--- src/rtl/uart_pkg.sv ---
// Shared UART constants and state encoding, used by both the transmit and receive paths.
package uart_pkg;

  localparam int CLKS_PER_BIT_DEFAULT = 27;
  localparam int UART_DATA_BITS       = 8;

  typedef enum logic [1:0] {
    ST_IDLE  = 2'd0,
    ST_START = 2'd1,
    ST_DATA  = 2'd2,
    ST_STOP  = 2'd3
  } uart_state_e;

endpackage

--- src/rtl/uart_baud_counter.sv ---
// Bit-period timer: counts clocks while enabled and flags the last clock of each bit.
module uart_baud_counter #(
  parameter int CLKS_PER_BIT = 27
) (
  input  logic CLK,
  input  logic RST_N,
  input  logic enable,
  output logic bit_end
);

  localparam int CW = (CLKS_PER_BIT > 1) ? $clog2(CLKS_PER_BIT) : 1;
  localparam logic [CW-1:0] LAST = CW'(CLKS_PER_BIT - 1);

  logic [CW-1:0] cnt_q, cnt_d;

  // Count up while enabled, wrapping at the bit boundary; park at zero when disabled.
  always_comb begin
    cnt_d = '0;
    if (enable) begin
      if (cnt_q == LAST) cnt_d = '0;
      else               cnt_d = cnt_q + 1'b1;
    end
  end

  assign bit_end = enable && (cnt_q == LAST);

  // Counter register with synchronous active-low reset.
  always_ff @(posedge CLK) begin
    if (!RST_N) cnt_q <= '0;
    else        cnt_q <= cnt_d;
  end

endmodule

--- src/rtl/uart_transmit.sv ---
// 8N1 UART transmitter with a one-byte holding register for gapless back-to-back frames.
module uart_transmit
  import uart_pkg::*;
#(
  parameter int CLKS_PER_BIT = CLKS_PER_BIT_DEFAULT,
  parameter int STOP_BITS    = 1
) (
  input  logic                      CLK,
  input  logic                      RST_N,
  input  logic [UART_DATA_BITS-1:0] DATA,
  input  logic                      DATA_VALID,
  output logic                      TXD_READY,
  output logic                      TXD,
  output logic                      BUSY
);

  localparam logic [2:0] LAST_BIT  = 3'(UART_DATA_BITS - 1);
  localparam logic       LAST_STOP = 1'(STOP_BITS - 1);

  uart_state_e               state_q, state_d;
  logic [UART_DATA_BITS-1:0] shift_q, shift_d;
  logic [UART_DATA_BITS-1:0] hold_q, hold_d;
  logic                      hold_full_q, hold_full_d;
  logic [2:0]                bit_idx_q, bit_idx_d;
  logic                      stop_cnt_q, stop_cnt_d;
  logic                      txd_q, txd_d;
  logic                      accept;
  logic                      bit_end;

  assign accept = DATA_VALID && !hold_full_q;

  uart_baud_counter #(
    .CLKS_PER_BIT(CLKS_PER_BIT)
  ) u_baud (
    .CLK    (CLK),
    .RST_N  (RST_N),
    .enable (state_q != ST_IDLE),
    .bit_end(bit_end)
  );

  // Next-state, datapath and line-level logic; TXD is derived from the next state so it is a pure flop output.
  always_comb begin
    state_d     = state_q;
    shift_d     = shift_q;
    hold_d      = hold_q;
    hold_full_d = hold_full_q;
    bit_idx_d   = bit_idx_q;
    stop_cnt_d  = stop_cnt_q;
    txd_d       = 1'b1;

    case (state_q)
      ST_IDLE: begin
        if (accept) begin
          shift_d = DATA;
          state_d = ST_START;
        end
      end
      ST_START: begin
        if (bit_end) begin
          bit_idx_d = 3'd0;
          state_d   = ST_DATA;
        end
      end
      ST_DATA: begin
        if (bit_end) begin
          if (bit_idx_q == LAST_BIT) begin
            stop_cnt_d = 1'b0;
            state_d    = ST_STOP;
          end else begin
            bit_idx_d = bit_idx_q + 3'd1;
          end
        end
      end
      ST_STOP: begin
        if (bit_end) begin
          if (stop_cnt_q == LAST_STOP) begin
            if (hold_full_q) begin
              shift_d     = hold_q;
              hold_full_d = 1'b0;
              state_d     = ST_START;
            end else begin
              state_d = ST_IDLE;
            end
          end else begin
            stop_cnt_d = stop_cnt_q + 1'b1;
          end
        end
      end
      default: state_d = ST_IDLE;
    endcase

    if (accept && (state_q != ST_IDLE)) begin
      hold_d      = DATA;
      hold_full_d = 1'b1;
    end

    case (state_d)
      ST_IDLE:  txd_d = 1'b1;
      ST_START: txd_d = 1'b0;
      ST_DATA:  txd_d = shift_d[bit_idx_d];
      ST_STOP:  txd_d = 1'b1;
      default:  txd_d = 1'b1;
    endcase
  end

  // State and datapath registers; reset aborts any frame and drops a queued byte.
  always_ff @(posedge CLK) begin
    if (!RST_N) begin
      state_q     <= ST_IDLE;
      shift_q     <= '0;
      hold_q      <= '0;
      hold_full_q <= 1'b0;
      bit_idx_q   <= 3'd0;
      stop_cnt_q  <= 1'b0;
      txd_q       <= 1'b1;
    end else begin
      state_q     <= state_d;
      shift_q     <= shift_d;
      hold_q      <= hold_d;
      hold_full_q <= hold_full_d;
      bit_idx_q   <= bit_idx_d;
      stop_cnt_q  <= stop_cnt_d;
      txd_q       <= txd_d;
    end
  end

  assign TXD       = txd_q;
  assign TXD_READY = !hold_full_q;
  assign BUSY      = (state_q != ST_IDLE);

endmodule

--- config.mk ---
export PLATFORM = sky130hd
export DESIGN_NAME = uart_transmit
export DESIGN_NICKNAME = d
export VERILOG_FILES = /design/src/rtl/uart_pkg.sv /design/src/rtl/uart_baud_counter.sv /design/src/rtl/uart_transmit.sv
export SDC_FILE = /design/constraint.sdc
export NUM_CORES = 1
export LEC_CHECK = 0
export CAP_MARGIN = 0
export CORE_MARGIN = 2
export CORE_UTILIZATION = 40
export DETAILED_ROUTE_END_ITERATION = 6
export PLACE_DENSITY = 0.57
export SYNTH_ARGS = -nofsm -noshare
export SYNTH_HDL_FRONTEND = slang
export SYNTH_SLANG_ARGS = --single-unit
--- constraint.sdc ---
create_clock -name CLK -period 4 [get_ports CLK]
set_input_delay 0.8 -clock CLK [delete_from_list [all_inputs] [get_ports CLK]]
set_output_delay 0.8 -clock CLK [all_outputs]
set_load 0.02 [all_outputs]
* Word-level counts from Yosys, hierarchy flattened
Cells that the tools add are included.
** Operators by class
- $add $sub $neg :: 3
- Multiply operators :: 0
- Divide/modulo/power cells :: 0
- $lt $le $gt $ge :: 1
- Equality and inequality tests :: 12
- Shifts and indexed selects :: 0
- Mux-type cells :: 29
- Bitwise gates (word level) :: 2
- Reduce and logical (&&, ||, !) cells :: 14
** Operators with widths (count)
- $mux 8 :: 4
- $pmux 8 s2 :: 1
- $mux 2 :: 6
- $mux 1 :: 10
- $mux 3 :: 3
- $eq 2x2->1 const B :: 4
- $pmux 2 s4 :: 1
- $reduce_bool 2->1 :: 4
- $ne 2x2->1 const B :: 3
- $pmux 3 s2 :: 1
- $add 5x1->5 const B :: 1
- $eq 5x5->1 const B :: 1
- $eq 2x1->1 const B :: 2
- $logic_not 2->1 :: 2
- $lt 3x4->1 const B :: 1
- $reduce_and 4->1 :: 1
- $add 3x1->3 const B :: 1
- $bmux 1 s3 :: 1
- $eq 3x3->1 const B :: 1
- $logic_and 1x1->1 :: 3
- $pmux 1 s3 :: 1
- $reduce_and 3->1 :: 1
- $reduce_or 3->1 :: 1
- $ne 2x1->1 const B :: 1
- 5 further kinds :: 6
** Word-level totals
- Register bits after elaboration :: 29
- Bits in latches :: 0
- RAM bits :: 0
- Bits in read-only memories :: 0
- Output and inout bits :: 3
- Word-level logic and storage cells :: 69
- Memories :: 0

* Logic depth before layout (Yosys ltp)
Gate-level depths: netlist of run 1.
- Depth after elaboration :: 7
- Gate-level depth with buffers :: 13
- Gate-level depth less buffers :: 11

* Hierarchy
From an unflattened synthesis of run 1, not the netlist that was laid out.
** Unflattened totals
- Cells, all modules :: 166
- Area total of the unflattened synthesis :: 1482.7 sq um
** By module, submodules not included
- uart_transmit :: instances 1, cells each 144, area each 1251.2 sq um
- uart_baud_counter :: instances 1, cells each 22, area each 231.5 sq um

* Worst setup path after synthesis of run 1
No wires, ideal clock.
- Path type :: reg-to-reg
- Start :: register state_q[1]
- End :: register txd_q (netlist: TXD)
- Setup time :: 137 ps
- Arrival :: 2173 ps
- Data required time :: 3863 ps
- Setup slack :: 1690 ps
- Cell stages (with the launch flop) :: 11
- Cell sequence :: dfxtp_1 > inv_1 > ha_1 > buf_2 > nor2b_1 > a31oi_1 > a221o_1 > buf_6 > o2111a_1 > nor4bb_1 > o221ai_1
** On the way
- Word-level cells in the longest chain between the ends :: 7
** Ends and longest elaborated chain
- start: declaration :: line uart_transmit.sv:20 : uart_state_e state_q, state_d;
- start signal: assignment :: line uart_transmit.sv:117 : state_q <= state_d;
- $reduce_bool 2->1 :: line uart_transmit.sv:37 : .enable (state_q != ST_IDLE),
- $logic_and 1x1->1 :: line uart_baud_counter.sv:25 : assign bit_end = enable && (cnt_q == LAST);
- $mux 8, or another cell as far along :: line uart_transmit.sv:75 : if (bit_end) begin
- $pmux 8 s2, or another cell as far along :: line uart_transmit.sv:51 : case (state_q)
- $bmux 1 s3, or another cell as far along :: line uart_transmit.sv:100 : ST_DATA: txd_d = shift_d[bit_idx_d];
- $mux 1 (not written as such) or $reduce_or 2->1 (tied branches)
- $pmux 1 s3 * :: line uart_transmit.sv:97 : case (state_d)
- end signal: assignment :: line uart_transmit.sv:123 : txd_q <= txd_d;
- end: declaration :: line uart_transmit.sv:26 : logic txd_q, txd_d;
Mark *: on every way between the ends. The rest lies on a longest branch, timed or not. The select of a mux whose other input is x is not followed.
A chain may end at the register's enable or synchronous reset.

* Worst setup path after layout of run 1
- Start :: input port DATA_VALID
- End :: register txd_q (netlist: TXD)
** On the way
- Word-level cells in the longest chain between the ends :: 6
** Ends and longest elaborated chain
- start: declaration :: line uart_transmit.sv:11 : input logic DATA_VALID,
- $logic_and 1x1->1 * :: line uart_transmit.sv:30 : assign accept = DATA_VALID && !hold_full_q;
- $mux 8 or $mux 2 (tied branches) :: line uart_transmit.sv:53 : if (accept) begin
- $pmux 8 s2 or $pmux 2 s4 (tied branches) :: line uart_transmit.sv:51
- $bmux 1 s3, or another cell as far along :: line uart_transmit.sv:100
- $mux 1 (not written as such) or $reduce_or 2->1 (tied branches)
- $pmux 1 s3 * :: line uart_transmit.sv:97
Marks and branches as above.

==> results.cfg, run 1 <==
[logic_synthesis]
netlist_area_um2 = 1490
synthTopCellsByArea = dfxtp_1, nand2_1, ha_1, a21oi_1, a22oi_1
ys_ff_latch = 28
synth.top_cell.area_share_pct = 37.7
syn_inst = 186
synth-edff-count = 0
avgSynthCellArea_um2 = 7.99
async_flop_share_pct = 0
synth_largest_area_cell = dfxtp_1
seq_area_frac_synth_pct = 37.7
synth-main-ff-cell = dfxtp_1
yosysWarnings = 0
synthDistinctLibCells = 37
yosys-top-cells-count = nand2_1, dfxtp_1, nor2_1, a21oi_1, o21ai_0
yosysMostFrequentCell = nand2_1
syn_nets = 206

[place]
post-place-ws_ps = 782
dp_hpwl_um = 2510
port_buffers = 13
gp_congestion = 0.833

[clock_network]
cts-root-buf = clkbuf_8
post_cts_buffers = 0
numClockSinks = 28
ctsHoldBuffers = 0
clk_pin_slew_ps = 100
numCtsBuffers = 3
worstSkewPairLatency_ps = 290
clockBufferDepth = 2
cts_max_level = 1
cts-resized-gates = 0
cts_tree = done

[global_routing]
grt_max_degree = 22
gr-total-overflow = 0
grtUsageMet2_pct = 30.2
use_met3_pct = 4.17
antenna_found_initial = 0
busiest_layer = met2
grt_first_pass_wirelength_um = 5780
met1_usage_pct = 20.7
grt_pass1_vias = 1342
gr-usage-all-layers_pct = 17.8

[sta]
fmax_mhz = 341
period_needed_ps = 2930
final-hold-violation-count = 0
maxSlewViolCount = 0
tightest_slew_ps = 877
fin_skew_ps = 15.5
finalSetupViolations = 0
max_slew_margin_pct = 41.1
setup_slack_ps = 1070
rsz0062_at_grt = false
setup_tns_ps = 0
timing.final.crit_share_pct = 73.3

[route]
drc = 0
initialDrtViolationCount = 114
wl_per_cell_um = 14.1
vias = 1384
antenna_left = 0
via_per_inst = 5.67
drt_pass1_iterations = 4
wirelength_um = 3450

[floorplan]
core-area_um2 = 3610
row_count = 22
fp.dieW_um = 65.0
die_h_um = 65.0
die_area_um2 = 4220
initial_utilization_pct = 41.2
boundaryPins = 14

[power]
cellPowerDensity_nw_per_um2 = 629
vdd_ir_drop_max_uv = 360
leakage_uw = 0.000634
total_power_uw = 1080

[setup_path]
required_ps = 4210
startpoint_type = input pin
r2r_slack_ps = 1110
arrival_ps = 3150
critPathKind = in2reg
worst-path-max-fanout = 15
cp-end-kind = flop

[worst_hold_path]
hp-class = reg2reg

[cells_and_area]
multiInputGateArea_um2 = 856
syn2layout_area_growth_pct = 15.2
fillCellCount = 350
n_antenna_cell = 0
regArea_um2 = 561
nNetsFinal = 217
drive_above_1_share_pct = 3.57

[flow_run]
cap_violations = 0

[outcome]
status = finished clean
layer usage:
layer	routed length, um	up-vias
met2	1610	37
met3	187	8
met5	0	-
met1	1580	644
li1	-	695
met4	68	0
cell type report:
cell class | instances | share of cell area (%)
Timing Repair Buffer | 13 | 7.60
Multi-Input combinational cell | 142 | 50.0
Sequential cell | 28 | 32.7
Tap cell | 48 | 3.51
Clock buffer | 3 | 2.41
Inverter | 9 | 1.97
Clock inverter | 1 | 1.75
through the flow:
step	instance area, um^2	utilization, %	cells	hold WS (ps)
3_5_place_dp	1640	45.5	240	471
5_1_grt	1710	47.5	244	509
6_report	1710	47.5	244	482
3_3_place_gp	1640	45.5	240	445
2_1_floorplan	1490	-	186	430
4_1_cts	1710	47.5	244	486
sequential cells by signal, summed over array words and instances, names as in the netlist:
| signal | cells |
|---|---|
| u_baud.cnt_q | 5 |
| shift_q | 8 |
| bit_idx_q | 3 |
| state_q | 2 |
| hold_full_q | 1 |
| TXD | 1 |
| hold_q | 8 |
worst max-delay path, cell delays in order:
cell and delay, ps:
clkdlybuf4s50_1 460, nand2b_1 280, nor3_1 780, a22oi_1 230
nand3_1 170, o2111ai_1 110, nor4bb_1 170, o221ai_1 160
worst paths after layout:
kind / depth (start not counted) / from / to
setup / recovery: 8 / DATA_VALID / TXD
hold reg to reg: 1 / u_baud.cnt_q[0] / u_baud.cnt_q[0]
hold / removal: 1 / u_baud.cnt_q[0] / u_baud.cnt_q[0]
setup reg to reg: 9 / state_q[1] / TXD
where the power goes:
group	internal (uW)	leakage [uW]	total (uW)	switching (uW)
Combinational	173	0.000370	467	293
Clock	134	0.0000357	226	91.7
Sequential	342	0.000228	383	41.0
cell families after synthesis:
logic type	count (synthesis)	share of synthesized area, %
xor gates and xnor gates	3	1.77
AOI/OAI and AO/OA	56	24.5
adders and majority gates	9	7.58
buffers and inverters	16	4.71
and+or+nand+nor	74	23.7
DFF	28	37.7
cell usage in the layout (no fill, tap or decap), types with 2 or more instances in the layout:
master | synthesis | final
a21oi_1 | 14 | 14
a22oi_1 | 8 | 8
a31oi_1 | 9 | 9
and2_1 | 3 | 3
and3_1 | 2 | 2
clkbuf_8 | 0 | 3
clkdlybuf4s50_1 | 0 | 13
dfxtp_1 | 28 | 28
ha_1 | 9 | 9
inv_1 | 8 | 8
nand2_1 | 32 | 32
nand2b_1 | 2 | 2
nand3_1 | 7 | 7
nand4_1 | 4 | 4
nand4b_1 | 2 | 2
nor2_1 | 15 | 15
nor2b_1 | 2 | 2
nor3_1 | 2 | 2
o2111a_1 | 2 | 2
o2111ai_1 | 2 | 2
o21ai_0 | 11 | 11
o31a_1 | 2 | 2
xor2_1 | 2 | 2
No activity file was read; power rests on OpenSTA's default activity.
==> run 2: changes to the inputs <==
--- a/config.mk
+++ b/config.mk
@@ -9,7 +9,7 @@
 export CORE_MARGIN = 2
 export CORE_UTILIZATION = 40
 export DETAILED_ROUTE_END_ITERATION = 6
-export PLACE_DENSITY = 0.57
+export PLACE_DENSITY = 0.59
 export SYNTH_ARGS = -nofsm -noshare
 export SYNTH_HDL_FRONTEND = slang
 export SYNTH_SLANG_ARGS = --single-unit
==> constraint.sdc (replaced) <==
create_clock -name CLK -period 2.5 [get_ports CLK]
set_input_delay 0.5 -clock CLK [delete_from_list [all_inputs] [get_ports CLK]]
set_output_delay 0.5 -clock CLK [all_outputs]
set_load 0.02 [all_outputs]
==> run 2 against run 1 <==
Net effect:
- combinational power rose by 86%
- first-iteration DRC count decreased by 26%
- routed wire length increased by 8.6%
- non-clock buffer count increased by 9
- cell count increased by 4.1%
- sequential power rose by 61%
- sequential share of layout area fell by 1.7 points
- design area is 5.9% higher
- die area stayed put
- critical endpoint unchanged
- largest cell class unchanged
==> results.cfg, run 2 (same netlist as run 1, synthesis figures left out) <==
[global_routing]
grt_first_pass_wirelength_um = 6240
grt_pass1_vias = 1371
grt_max_degree = 22
antenna_found_initial = 0
gr-usage-all-layers_pct = 18.9
gr-total-overflow = 0

[clock_network]
cts_tree = done
clockBufferDepth = 2
worstSkewPairLatency_ps = 280
post_cts_buffers = 0
cts-root-buf = clkbuf_8
ctsHoldBuffers = 0
numClockSinks = 28
clk_pin_slew_ps = 110
numCtsBuffers = 3
cts_max_level = 1

[cells_and_area]
reg_top3 = hold_q (8), shift_q (8), u_baud.cnt_q (5)
syn2layout_area_growth_pct = 22.0
layout_common_cells = nand2_1, dfxtp_1, nor2_1
nNetsFinal = 227
final_common_cell = nand2_1
drive_above_1_share_pct = 11.2
n_antenna_cell = 0

[floorplan]
row_count = 22
boundaryPins = 14
die_h_um = 65.0
die_area_um2 = 4220
initial_utilization_pct = 41.2
fp.dieW_um = 65.0
core-area_um2 = 3610

[power]
p_seq_share_pct = 33.4
combPwrFrac_pct = 46.8
clock_power_share_pct = 19.8
power_switching_uw = 728
vdd_ir_drop_max_uv = 430
leakage_uw = 0.000685
swShare_pct = 39.3
cellPowerDensity_nw_per_um2 = 1020
internal-power_uw = 1120

[place]
port_buffers = 13
dp_hpwl_um = 2630
post-place-ws_ps = -38.4
gp_congestion = 0.826

[sta]
rsz0062_at_grt = false
fin_skew_ps = 6.99
timing.final.crit_share_pct = 94.8
fmax_mhz = 422
tightest_slew_ps = 658
setup_tns_ps = 0
maxSlewViolCount = 0
final-hold-violation-count = 0
period_needed_ps = 2370
max_slew_margin_pct = 56.1
setup_slack_ps = 130
finalSetupViolations = 0

[route]
antenna_left = 0
via_per_inst = 5.67
drt_pass1_iterations = 4
initialDrtViolationCount = 84
wirelength_um = 3740
vias = 1440
wl_per_cell_um = 14.7
drc = 0

[worst_hold_path]
hp-class = reg2reg

[setup_path]
cp-end-kind = flop
r2r_slack_ps = 130
critPathKind = reg2reg
crit_path_max_incr_delay_ps = 420
startpoint_type = flop
worst-path-max-fanout = 6
crit_slowest_cell = a221o_1
worstPathCellList = inv_1, ha_2, nor2b_1, a31oi_2, a221o_1, o2111a_1, nor4bb_2, o221ai_1
arrival_ps = 2530
required_ps = 2660

[flow_run]
cap_violations = 0

[outcome]
status = finished clean
==> run 2: per-layer routing <==
layer | GRT usage (%) | routed length (um) | share of wire (%)
met1 | 24.3 | 1800 | 48
met2 | 30.9 | 1770 | 47
met3 | 3.30 | 124 | 3.3
met4 | 8.24 | 46 | 1.2
met5 | 0 | 0 | 0
==> run 2: through the flow <==
stage | instances | util [%] | power (uW) | hold WS, ps | cell area [um^2]
detailed placement | 249 | 47.4 | 1440 | 466 | 1710
CTS | 253 | 49.4 | 1820 | 486 | 1780
floorplan | 186 | - | 1150 | 430 | 1490
global route | 254 | 50.3 | 1990 | 503 | 1810
global placement | 249 | 47.4 | 1430 | 449 | 1710
finish | 254 | 50.3 | 1850 | 478 | 1810
==> run 2: path summary, 6_finish.rpt <==
path / startpoint / endpoint / depth (start not counted)
hold reg to reg: u_baud.cnt_q[0] / u_baud.cnt_q[0] / 1
hold / removal: u_baud.cnt_q[0] / u_baud.cnt_q[0] / 1
setup reg to reg: state_q[1] / TXD / 8
setup / recovery: state_q[1] / TXD / 8
==> run 2: worst max-delay path, delay by kind of cell (launching register included) <==
family / cells / cell delay, ps
flip-flops: 1 / 380
adder cells (fa/ha/maj): 1 / 380
buffers and inverters: 1 / 70
AO/OA/AOI/OAI: 4 / 930
AND/OR/NAND/NOR: 2 / 470
==> run 2: area by class of cell <==
class | count | area [um^2]
Clock buffer | 3 | 41.3
Clock inverter | 1 | 30.0
Sequential cell | 28 | 563
Inverter | 9 | 33.8
Fill cell | 352 | 1790
Timing Repair Buffer | 22 | 198
Multi-Input combinational cell | 143 | 887
Tap cell | 48 | 60.1
==> run 2: timing repair <==
item / CTS / global route
setup endpoints to repair: 1 / 1
endpoints found under the hold margin: 0 / 0
gates resized for setup: 1 / 7
gates cloned: 0 / 1
pin swaps: 0 / 1
==> run 2: power groups by stage <==
stage               Sequential, uW  Clock, uW  Combinational (uW)
floorplan                      613          0                 541
finish                         618        367                 867
global placement               620          0                 806
CTS                            614        377                 827
detailed placement             623          0                 820
global route                   631        392                 966
